$ cat src/rtl/spike_window_pkg.sv
// Shared types and helpers for the spike window counter.
// Build option: SPIKE_WINDOW_SKID_EN selects a 2-entry result FIFO
// instead of the single result register (see spike_result_buf).
package spike_window_pkg;

    // Default widths of the spike count and of the window length.
    localparam int unsigned CNT_WIDTH_DEFAULT = 16;
    localparam int unsigned WIN_WIDTH_DEFAULT = 16;

    // Widest count the saturating helper can handle.
    localparam int unsigned SAT_MAX_WIDTH = 32;

    // Window FSM: idle between windows, counting inside a window.
    typedef enum logic {
        IDLE  = 1'b0,
        COUNT = 1'b1
    } state_e;

    // Saturating increment of a value that is 'width' bits wide.
    // The value is passed zero-extended to 32 bits; the result clamps at
    // 2^width-1 and never wraps.
    function automatic logic [SAT_MAX_WIDTH-1:0] sat_inc(
        input logic [SAT_MAX_WIDTH-1:0] value,
        input logic                     inc,
        input int unsigned              width
    );
        logic [SAT_MAX_WIDTH-1:0] max_val;
        if (width >= SAT_MAX_WIDTH) begin
            max_val = '1;
        end else begin
            max_val = (32'd1 << width) - 32'd1;
        end
        if (inc && (value < max_val)) begin
            return value + 32'd1;
        end
        return value;
    endfunction

endpackage

$ cat src/rtl/spike_result_buf.sv
// Output buffer for completed window counts, presented as a valid/ready
// stream. Default build: one result register. With SPIKE_WINDOW_SKID_EN
// defined: a 2-entry FIFO whose head is always on data_o.
// drop_o pulses on an edge where a push finds no room.
module spike_result_buf
    import spike_window_pkg::*;
#(
    parameter int unsigned W = CNT_WIDTH_DEFAULT
) (
    input  logic         clk,
    input  logic         rst_n,
    input  logic         push_i,
    input  logic [W-1:0] data_i,
    output logic         valid_o,
    input  logic         ready_i,
    output logic [W-1:0] data_o,
    output logic         drop_o
);

`ifdef SPIKE_WINDOW_SKID_EN

    logic [W-1:0] head_q;
    logic [W-1:0] tail_q;
    logic [1:0]   fill_q;
    logic         pop;

    // A pop needs an occupied head; a drop needs a full FIFO with no pop.
    always_comb begin
        pop     = (fill_q != 2'd0) && ready_i;
        valid_o = (fill_q != 2'd0);
        data_o  = head_q;
        drop_o  = push_i && !pop && (fill_q == 2'd2);
    end

    // FIFO storage: head is the oldest entry, tail the second one.
    always_ff @(posedge clk or negedge rst_n) begin
        if (!rst_n) begin
            head_q <= '0;
            tail_q <= '0;
            fill_q <= 2'd0;
        end else begin
            case ({push_i, pop})
                2'b10: begin
                    case (fill_q)
                        2'd0: begin
                            head_q <= data_i;
                            fill_q <= 2'd1;
                        end
                        2'd1: begin
                            tail_q <= data_i;
                            fill_q <= 2'd2;
                        end
                        default: begin
                            // Full: the new result is discarded (drop_o).
                        end
                    endcase
                end
                2'b01: begin
                    if (fill_q == 2'd2) begin
                        head_q <= tail_q;
                    end
                    fill_q <= fill_q - 2'd1;
                end
                2'b11: begin
                    // Fill level is unchanged; the queue shifts by one.
                    if (fill_q == 2'd1) begin
                        head_q <= data_i;
                    end else begin
                        head_q <= tail_q;
                        tail_q <= data_i;
                    end
                end
                default: begin
                end
            endcase
        end
    end

`else

    logic [W-1:0] data_q;
    logic         valid_q;
    logic         pop;

    // A full register accepts a new result only if the old one leaves now.
    always_comb begin
        pop     = valid_q && ready_i;
        valid_o = valid_q;
        data_o  = data_q;
        drop_o  = push_i && valid_q && !ready_i;
    end

    // Single result register; data is held while waiting for the consumer.
    always_ff @(posedge clk or negedge rst_n) begin
        if (!rst_n) begin
            data_q  <= '0;
            valid_q <= 1'b0;
        end else if (push_i && (!valid_q || pop)) begin
            data_q  <= data_i;
            valid_q <= 1'b1;
        end else if (pop) begin
            valid_q <= 1'b0;
        end
    end

`endif

endmodule

$ cat src/rtl/spike_window_counter.sv
// Counts neuron spikes over a programmable window of win_len clock cycles
// and emits one saturating count per window on a valid/ready stream.
// Results that find the output buffer full are discarded and recorded in
// the sticky 'dropped' flag.
// Build option: SPIKE_WINDOW_SKID_EN gives the output a 2-entry FIFO.
module spike_window_counter
    import spike_window_pkg::*;
#(
    parameter int unsigned CNT_WIDTH = CNT_WIDTH_DEFAULT,
    parameter int unsigned WIN_WIDTH = WIN_WIDTH_DEFAULT
) (
    input  logic                 clk,
    input  logic                 rst,
    input  logic                 spike_in,
    input  logic                 enable,
    input  logic [WIN_WIDTH-1:0] win_len,
    output logic [CNT_WIDTH-1:0] count_data,
    output logic                 count_valid,
    input  logic                 count_ready,
    output logic                 dropped
);

    state_e               state_q;
    logic [WIN_WIDTH-1:0] cyc_q;
    logic [CNT_WIDTH-1:0] spk_q;
    logic                 dropped_q;

    logic [CNT_WIDTH-1:0] spk_d;
    logic                 start_ok;
    logic                 last_edge;
    logic                 buf_drop;

    // Saturated running count including this edge's spike, window-start
    // condition, and detection of the last edge of the window.
    always_comb begin
        spk_d     = CNT_WIDTH'(sat_inc(32'(spk_q), spike_in, CNT_WIDTH));
        start_ok  = enable && (win_len != '0);
        last_edge = (state_q == COUNT) && (cyc_q == '0);
    end

    // Window FSM: cyc counts remaining edges down to 0, spk accumulates.
    always_ff @(posedge clk or negedge rst) begin
        if (!rst) begin
            state_q <= IDLE;
            cyc_q   <= '0;
            spk_q   <= '0;
        end else begin
            case (state_q)
                IDLE: begin
                    // spike_in is ignored while idle.
                    if (start_ok) begin
                        state_q <= COUNT;
                        cyc_q   <= win_len - WIN_WIDTH'(1);
                        spk_q   <= '0;
                    end
                end
                COUNT: begin
                    if (cyc_q == '0) begin
                        // Result spk_d is pushed this edge; restart back to
                        // back if a new window may start, else go idle.
                        if (start_ok) begin
                            cyc_q <= win_len - WIN_WIDTH'(1);
                            spk_q <= '0;
                        end else begin
                            state_q <= IDLE;
                            spk_q   <= '0;
                        end
                    end else if (!enable) begin
                        // Abort: partial count is thrown away.
                        state_q <= IDLE;
                        cyc_q   <= '0;
                        spk_q   <= '0;
                    end else begin
                        cyc_q <= cyc_q - WIN_WIDTH'(1);
                        spk_q <= spk_d;
                    end
                end
                default: begin
                    state_q <= IDLE;
                    cyc_q   <= '0;
                    spk_q   <= '0;
                end
            endcase
        end
    end

    // Sticky record of any result lost to a full output buffer.
    always_ff @(posedge clk or negedge rst) begin
        if (!rst) begin
            dropped_q <= 1'b0;
        end else if (buf_drop) begin
            dropped_q <= 1'b1;
        end
    end

    assign dropped = dropped_q;

    spike_result_buf #(
        .W(CNT_WIDTH)
    ) u_result_buf (
        .clk     (clk),
        .rst_n   (rst),
        .push_i  (last_edge),
        .data_i  (spk_d),
        .valid_o (count_valid),
        .ready_i (count_ready),
        .data_o  (count_data),
        .drop_o  (buf_drop)
    );

endmodule

$ cat config.mk
export PLATFORM = sky130hd
export DESIGN_NAME = spike_window_counter
export DESIGN_NICKNAME = d
export VERILOG_FILES = /design/src/rtl/spike_window_pkg.sv /design/src/rtl/spike_result_buf.sv /design/src/rtl/spike_window_counter.sv
export SDC_FILE = /design/constraint.sdc
export NUM_CORES = 1
export LEC_CHECK = 0
export CORE_AREA = 3 3 89 134
export DETAILED_ROUTE_END_ITERATION = 8
export DIE_AREA = 0 0 92 137
export GPL_TIMING_DRIVEN = 0
export HOLD_SLACK_MARGIN = 0.06
export REMOVE_ABC_BUFFERS = 1
export SLEW_MARGIN = 20
export SYNTH_ARGS = -nofsm -noshare
export SYNTH_HDL_FRONTEND = slang
export SYNTH_SLANG_ARGS = --single-unit
export TNS_END_PERCENT = 30
$ cat constraint.sdc
create_clock -name clk -period 2.05 [get_ports clk]
set_input_delay 0.205 -clock clk [delete_from_list [all_inputs] [get_ports clk]]
set_output_delay 0.205 -clock clk [all_outputs]
set_load 0.01 [all_outputs]
==> results of run 1 <==
## area by class of cell
cell class | instances | area, µm² | share of cell area
Tap cell | 147 | 184 | 0.0425
Inverter | 13 | 48.8 | 0.0113
Multi-Input combinational cell | 287 | 2020 | 0.467
Clock buffer | 8 | 156 | 0.0362
Timing Repair Buffer | 68 | 628 | 0.145
Sequential cell | 51 | 1290 | 0.298
## registers in the layout, indices dropped and copies added, names as in the netlist
| name | cells |
|---|---|
| cyc_q | 16 |
| spk_q | 16 |
| u_result_buf.data_o | 16 |
| dropped | 1 |
| state_q | 1 |
| u_result_buf.valid_o | 1 |
## synth_stat cells (2+ instances only)
cell / instances / area (µm²)
dfrtp_1: 51 / 1280
nor2_1: 37 / 139
a21oi_1: 31 / 155
nand2_1: 28 / 105
xnor2_1: 18 / 158
nand4_1: 16 / 100
nor3_1: 14 / 70.1
inv_1: 13 / 48.8
nand3_1: 13 / 65.1
buf_2: 11 / 55.1
o21ai_0: 10 / 50.1
xor2_1: 10 / 87.6
a31oi_1: 9 / 56.3
nor4_1: 8 / 50.1
o22ai_1: 8 / 50.1
a21o_1: 6 / 45.0
or3_1: 6 / 37.5
a221o_1: 5 / 50.1
clkbuf_1: 5 / 18.8
ha_1: 5 / 62.6
nand2b_1: 5 / 31.3
and3_1: 4 / 25.0
a211o_1: 3 / 26.3
mux2i_1: 3 / 30.0
nand4b_1: 3 / 26.3
nor4b_1: 3 / 26.3
o221ai_1: 3 / 26.3
a2bb2oi_1: 2 / 17.5
and4_1: 2 / 17.5
nand3b_1: 2 / 15.0
nor3_4: 2 / 32.5
nor4_4: 2 / 42.5
o31ai_1: 2 / 15.0
## placed cells by master (no fill, tap or decap), types with 4 or more instances in the layout
| master | n |
|---|---|
| nor3_1 | 13 |
| dfrtp_1 | 41 |
| nand2_1 | 28 |
| or3_1 | 6 |
| a31oi_1 | 9 |
| inv_1 | 12 |
| nor2_1 | 34 |
| nand2b_1 | 5 |
| xnor2_1 | 18 |
| o22ai_1 | 8 |
| nand3_1 | 12 |
| xor2_1 | 10 |
| a21oi_1 | 30 |
| clkbuf_16 | 5 |
| and3_1 | 4 |
| dfrtp_2 | 10 |
| a221o_1 | 5 |
| buf_4 | 27 |
| nor4_1 | 6 |
| nand4_1 | 16 |
| a21o_1 | 6 |
| o21ai_0 | 9 |
| clkdlybuf4s50_1 | 36 |
## stage by stage
stage / setup TNS, ns / utilization / worst slack (ns) / power (W) / area, µm²
2_1_floorplan: -6.56 / - / -0.447 / 0.00237 / 3150
3_3_place_gp: -77.87 / 0.340 / -1.29 / 0.00296 / 3720
3_5_place_dp: -19.97 / 0.340 / -0.632 / 0.00299 / 3720
4_1_cts: -0.141 / 0.375 / -0.112 / 0.00402 / 4100
5_1_grt: -0.210 / 0.395 / -0.0656 / 0.00449 / 4330
6_report: -0.00121 / 0.395 / -0.00121 / 0.00422 / 4330
## critical path: cells and delay by family, from the launching register on
family / cells / cell delay (ns)
buffers and inverters: 4 / 0.61
and+or+nand+nor: 2 / 0.58
DFF: 1 / 0.44
AOI/OAI and AO/OA: 3 / 0.34
## power groups by stage
stage | sequential (W) | combinational [W] | clock, W
3_5_place_dp | 0.00154 | 0.00145 | 0
3_3_place_gp | 0.00153 | 0.00143 | 0
5_1_grt | 0.00159 | 0.00195 | 0.000955
4_1_cts | 0.00154 | 0.00157 | 0.000914
2_1_floorplan | 0.00156 | 0.000811 | 0
6_report | 0.00155 | 0.00178 | 0.000895
## kinds of logic after synthesis
logic type | after synthesis | synth area share
fa+ha+maj | 5 | 0.0193
buf+inv | 30 | 0.0413
xor+xnor | 28 | 0.0757
mux | 4 | 0.0127
simple gates | 154 | 0.266
flops | 51 | 0.394
compound gates | 92 | 0.191
## per-layer routing
metal / up-vias / track usage / wire [µm]
met3: 20 / 0.0242 / 409
met2: 99 / 0.283 / 5280
met4: 0 / 0.0612 / 195
met5: - / 0 / 0
li1: 1494 / - / -
met1: 1520 / 0.155 / 3580
## worst min path at each step
stage / from / end / slack, ns / depth (start not counted)
floorplan: rst / cyc_q[0] / -0.09 / 0
global placement: dropped / dropped / 0.48 / 1
detailed placement: rst / u_result_buf.data_o[4] / 0.29 / 1
CTS: dropped / dropped / 0.49 / 1
global route: dropped / dropped / 0.50 / 1
finish: dropped / dropped / 0.48 / 1
## what timing repair did
action,CTS,global route
endpoints found under the hold margin,51,0
pin swaps,12,10
setup buffers,11,18
endpoints found under the setup margin,49,40
hold buffers,1,0
cloned,3,1
gates resized for setup,21,25
==> results.md, run 1 <==
Clock network:
- The cell at the root of the clock tree is clkbuf_16.
- The worst-case clock buffer depth is 2.
- The register clock-pin slew on the reported worst setup and hold paths is 0.07 ns.
- TritonCTS built the clock tree.
- The number of H-tree levels is 2.
- The number of clock buffers inserted by TritonCTS is 5.
- The clock net in this run drives a total of 51 sinks.
- The clock reaches the later pin of the worst-skew pair after 0.30 ns.

Setup path:
- On the worst path, the slowest cell contributes a delay of 0.44 ns.
- The critical path in this run is classified as reg -> reg.
- Measured in cells, the most critical reg-to-reg path has a length of 9.
- The kind of capture point of the worst setup path is a flop.
- The signal on the critical path passes through nor4_4 > buf_4 > buf_6 > and4_4 > o211ai_1 > buf_4 > buf_6 > o32a_1 > o21ai_1.
- In this run the worst setup path terminates at cyc_q[9].
- The capture instance of the worst register-to-register path is cyc_q[9].
- STA classifies the critical path startpoint as a flop.
- Along the worst path, the maximum fanout reaches 7.
- Data arrives at the worst endpoint at 2.27 ns.
- The launch instance of the worst register-to-register path is cyc_q[11].
- The worst endpoint required time is 2.27 ns.
- The worst register-to-register path has a setup slack of -0.001 ns.
- The startpoint of the most critical setup path is cyc_q[11].
- The slowest stage cell on the critical path is dfrtp_2.

Route:
- In this run, the number of DRC markers left after iteration 0 of detailed routing was 194.
- The number of remaining DRC errors is 0.
- The wire length per cell after detailed routing is 16.5 µm.
- After detailed routing, the total wire length is 9.47 mm.
- In the routed layout, each cell is associated on average with a via count of 5.46.
- The first detailed-routing pass took 5 iterations.
- Summing over every cut layer, the via total after detailed routing is 3133.
- The count of nets left with antenna violations after detail routing is 0.

Power and ir drop:
- The part of the total power dissipated in the clock network is 0.212.
- The power per standard cell area is 977 nW/µm².
- For this design the static power due to leakage is 1.70 nW.
- Of the total power, registers draw 0.366.
- Of the total power, combinational logic draws 0.422.
- The largest voltage drop on the vdd net is 382 µV.
- The internal portion of the total power is 0.00270 W.
- The analysis attributes to net switching a power of 0.00153 W.
- The net switching share of the total power is 0.361.

Final layout:
- At the end of the flow, the number of nets in the layout was 452.
- The fraction of layout instances using a drive strength above 1 is 0.187.
- 0 antenna diodes ended up in the layout.
- The area growth from synthesis to layout is 33.5%.
- After filler insertion, the fill cell instance count of the layout stands at 1114.
- The post-layout instance count excluding filler cells is 574.

Synthesis:
- After synthesis the cells add up to 3240 µm².
- The distinct cell type count after synthesis is 57.
- Of the synthesized area, sequential elements account for 0.394.
- After synthesis, the share of flip-flops with an asynchronous set or reset is 1.00.
- The count of synthesis-stage warnings from yosys is 0.
- A synthesized cell averages 8.90 µm².
- The cell count after synthesis came out at 364.
- The number of enable flip-flop cells after synthesis is 0.
- For this run, the leading register cell type out of synthesis is dfrtp_1.
- The count of state elements after synthesis is 51.

Status:
- The final reports fail on negative setup slack.
- The run finished, with violations left.

STA:
- Across all hold checks on the routed design, the worst slack comes to 0.481 ns.
- Setup repair after global routing could not meet its margin everywhere.
- The number of max-slew violations in the final report is 0.
- The count of final hold-check violations is 0.
- After layout, the minimum clock period comes to 2.05 ns.
- The clock arrives with 0.00539 ns of skew.
- The actual slew at the worst max-slew pin is 0.685 ns.
- Based on the critical path, the design can be clocked at up to 0.488 GHz.
- Dividing the final minimum period by the clock period gives 1.00.
- The max-slew headroom at the worst pin is 0.544.
- Setup violations remaining at the end of the flow were counted as 1.
- Once routing completed, OpenROAD measured the worst setup slack at -0.00121 ns.

Global routing:
- The overall overflow remaining after global route is 0.
- The wire length of the first global-routing pass is 14.6 mm.
- The initial antenna violation count is 0.
- The combined global-route utilization of all metal layers is 0.147.
- The via count of the first global-routing pass is 2976.
- Entering global routing, the biggest net connects 52 pins.

Floorplan:
- The overall die height is 137 µm.
- The number of standard-cell rows in the floorplan is 47.
- The die area is 12600 µm².
- For this configuration, the core starts out at a cell density of 0.296.
- The total core area is 10900 µm².
- The count of pins on the block boundary is 39.
- In this run the horizontal extent of the chip is 92 µm.

Place:
- Including well taps, the total number of placed cells is 532.
- Detailed placement finished with a half-perimeter wire length of 6.21 mm.
- At the end of routability-driven placement, the weighted congestion stood at 0.866.
- In this run the tool buffered the top-level ports with 38 buffer cells.

Flow run:
- Across the run, the number of max-cap violations was 0.

Min path:
- In this run the worst hold path is classified as reg -> reg.
Power figures use the tool's default switching activity.
==> run 2, diff against run 1 <==
--- a/config.mk
+++ b/config.mk
@@ -5,11 +5,12 @@
 export SDC_FILE = /design/constraint.sdc
 export NUM_CORES = 1
 export LEC_CHECK = 0
+export ABC_CLOCK_PERIOD_IN_PS = 2050
 export CORE_AREA = 3 3 89 134
 export DETAILED_ROUTE_END_ITERATION = 8
 export DIE_AREA = 0 0 92 137
-export GPL_TIMING_DRIVEN = 0
 export HOLD_SLACK_MARGIN = 0.06
+export MAX_ROUTING_LAYER = met4
 export REMOVE_ABC_BUFFERS = 1
 export SLEW_MARGIN = 20
 export SYNTH_ARGS = -nofsm -noshare
==> run 2 against run 1 <==
  * Combinational power rose by 13%
  * Critical path depth decreased by 4
  * Non-clock buffer count is 61 higher
  * The flow now finishes without violations
  * Register-to-register slack better by 0.08 ns
  * Hold slack got worse by 0.030 ns
  * Utilization rose by 3.0 points
  * Fmax grew 4.0%
  * Clock skew increased by 0.0012 ns
  * Total power rose by 4.0%
==> results.md, run 2 (synthesized netlist as in run 1, its figures left out) <==
Status:
- The flow ran to the end, and the final reports show no timing, DRC or antenna violations.

Final layout:
- The fraction of layout instances using a drive strength above 1 came to 0.250 (+0.0626).
- The multi-input combinational cell area is 1890 µm² (-6.3%).
- The filler cell count is 1119 (+0.45%).
- The combined flip-flop and latch cell area was 1280 µm² (-0.87%).
- The most common cell after layout, fill and taps aside is buf_4.
- The final-stage net count is 509 (+13%).
- The post-layout instance count excluding filler cells was 631 (+9.9%).
- The diode insertion count for antenna repair is 0 (unchanged).
- In the layout the commonest cells are buf_4, dfrtp_1, clkdlybuf4s50_1.
- The area added between synthesis and finish is 43.5%.

STA:
- The final count of negative-setup-slack endpoints is 0 (-1).
- The sum of negative setup slack came to 0 ns (+0.00121 ns).
- The least setup slack across all paths after layout was 0.0773 ns (+0.0785 ns).
- The worst clock skew on the final layout is 0.00661 ns (+0.00122 ns).
- Setup repair after global routing could not meet its margin everywhere.
- The highest achievable clock rate is 0.507 GHz (+4.0%).
- The count of final hold-check violations is 0 (unchanged).
- The max-slew headroom at the worst pin is 0.599 (+0.0556).
- The number of max-slew violations in the final report is 0 (unchanged).
- The actual slew at the worst max-slew pin is 0.601 ns (-0.0834 ns).
- The final period utilization came to 0.962 (-0.0383).
- The minimum clock period after layout is 1.97 ns (-0.0785 ns).

Route:
- The detailed-route wire length on metal 1 was 3.65 mm (+2.0%).
- The number of remaining DRC errors came to 0 (unchanged).
- The wire length per cell after detailed routing is 15.6 µm (-5.7%).
- The length of routed met2 wiring came to 5.58 mm (+5.5%).
- The initial DRC count was 178 (-8.2%).
- The highest signal layer in the routed design is met4.
- The detailed route wirelength on metal3 is 281 µm (-31%).
- The detailed-routing iteration count for the pre-antenna-repair pass was 4 (-1).
- The count of nets left with antenna violations after detail routing is 0 (unchanged).
- The average via count per standard cell is 5.20 (-4.7%).
- The final wirelength came to 9.82 mm (+3.6%).
- The via total after detailed routing is 3281 (+4.7%).

Floorplan:
- The overall die height is 137 µm (unchanged).
- The die width came to 92 µm (unchanged).
- The total core area is 10900 µm² (unchanged).
- The die area is 12600 µm² (unchanged).
- The initial standard-cell utilization of the core came to 0.296 (unchanged).
- The count of pins on the block boundary is 39 (unchanged).
- The number of standard-cell rows in the floorplan came to 47 (unchanged).

Setup path:
- The critical-path maximum fanout came to 5 (-2).
- The worst setup path is launched from a flop.
- STA classifies the critical path endpoint as a flop.
- The worst setup path is of the reg -> reg kind.
- The worst endpoint required time is 2.23 ns (-0.04 ns).
- The path depth of the worst reg2reg path is 5 (-4).
- The signal arrival time at the worst endpoint is 2.15 ns (-0.12 ns).

Clock network:
- The cell at the root of the clock tree is clkbuf_16.
- The clock sink count is 51 (unchanged).
- The register clock-pin slew on the reported worst setup and hold paths is 0.07 ns (about the same).
- The clock insertion delay at the later pin of the skew report was 0.30 ns (about the same).
- The CTS tree is done.
- The number of clock buffers inserted by TritonCTS is 5 (unchanged).
- The worst-case clock buffer depth is 2 (unchanged).
- The number of H-tree levels is 2 (unchanged).

Global routing:
- The pin count of the biggest net entering global routing came to 28 (-46%).
- The initial antenna violation count is 0 (unchanged).
- The overall overflow remaining after global route is 0 (unchanged).
- The combined global-route utilization of all metal layers came to 0.168 (+0.0215).
- The via count of the first global-routing pass was 3338 (+12%).
- The wire length of the first global-routing pass is 16.2 mm (+11%).

Flow run:
- The count of maximum capacitance violations was 0 (unchanged).

Place:
- The global placement routability congestion is 0.968 (+12%).
- The post-detailed-placement half-perimeter wirelength came to 7.75 mm (+25%).
- The placed instance count came to 618 (+16%).
- The number of buffers added on ports is 38 (unchanged).
- The setup slack after placement came to -0.231 ns (+0.401 ns).

Power and ir drop:
- The largest voltage drop on the vdd net was 345 µV (-9.7%).
- The final total power is 0.00440 W (+4.0%).
- The power per standard cell area is 945 nW/µm² (-3.2%).
- The leakage power is 1.97 nW (+16%).

Min path:
- The worst hold path belongs to the class in -> async.
[run 2: area by class of cell]
class                   count  share of cell area
clock buffers               8              0.0336
inverters                  13              0.0105
multi-input cells         283               0.407
flip-flops and latches     51               0.275
well taps                 147              0.0396
repair buffers            129               0.234
[run 2: power by group]
group          internal, W  switching [W]  total (W)
Sequential         0.00126       0.000241    0.00150
Combinational      0.00107       0.000935    0.00201
Clock             0.000521       0.000371   0.000892
[run 2: worst paths after layout]
kind	from	end	slack (ns)
max	cyc_q[8]	cyc_q[15]	0.08
min	rst	u_result_buf.data_o[12]	0.45
max reg2reg	cyc_q[8]	cyc_q[15]	0.08
min reg2reg	dropped	dropped	0.49
max in group asynchronous	rst	cyc_q[2]	1.03
min in group clk	dropped	dropped	0.49
[run 2: stage by stage]
step / utilization / hold WS [ns] / instance area [µm²]
floorplan: - / -0.0906 / 3150
global placement: 0.400 / 0.243 / 4370
detailed placement: 0.400 / 0.255 / 4370
CTS: 0.418 / 0.475 / 4580
global route: 0.425 / 0.511 / 4650
finish: 0.425 / 0.451 / 4650
[run 2: critical path, cell delays in order (launching register included)]
cell and delay [ns]:
dfrtp_1 0.43, nor4_4 0.42, nand4_2 0.14, or3_1 0.40, a21o_1 0.19, a211o_1 0.28
[run 2: layer usage]
| metal | up-vias | global-route usage |
|---|---|---|
| met3 | 21 | 0.0231 |
| li1 | 1601 | - |
| met2 | 68 | 0.319 |
| met1 | 1591 | 0.169 |
| met4 | 0 | 0.0785 |
| met5 | - | - |
[run 2: repair_timing]
item | in CTS | in global routing
pin swaps | 0 | 5
gates resized for setup | 8 | 11
hold buffers | 1 | 0
setup buffers | 0 | 4
endpoints found under the setup margin | 40 | 43
hold endpoints to repair | 24 | 0
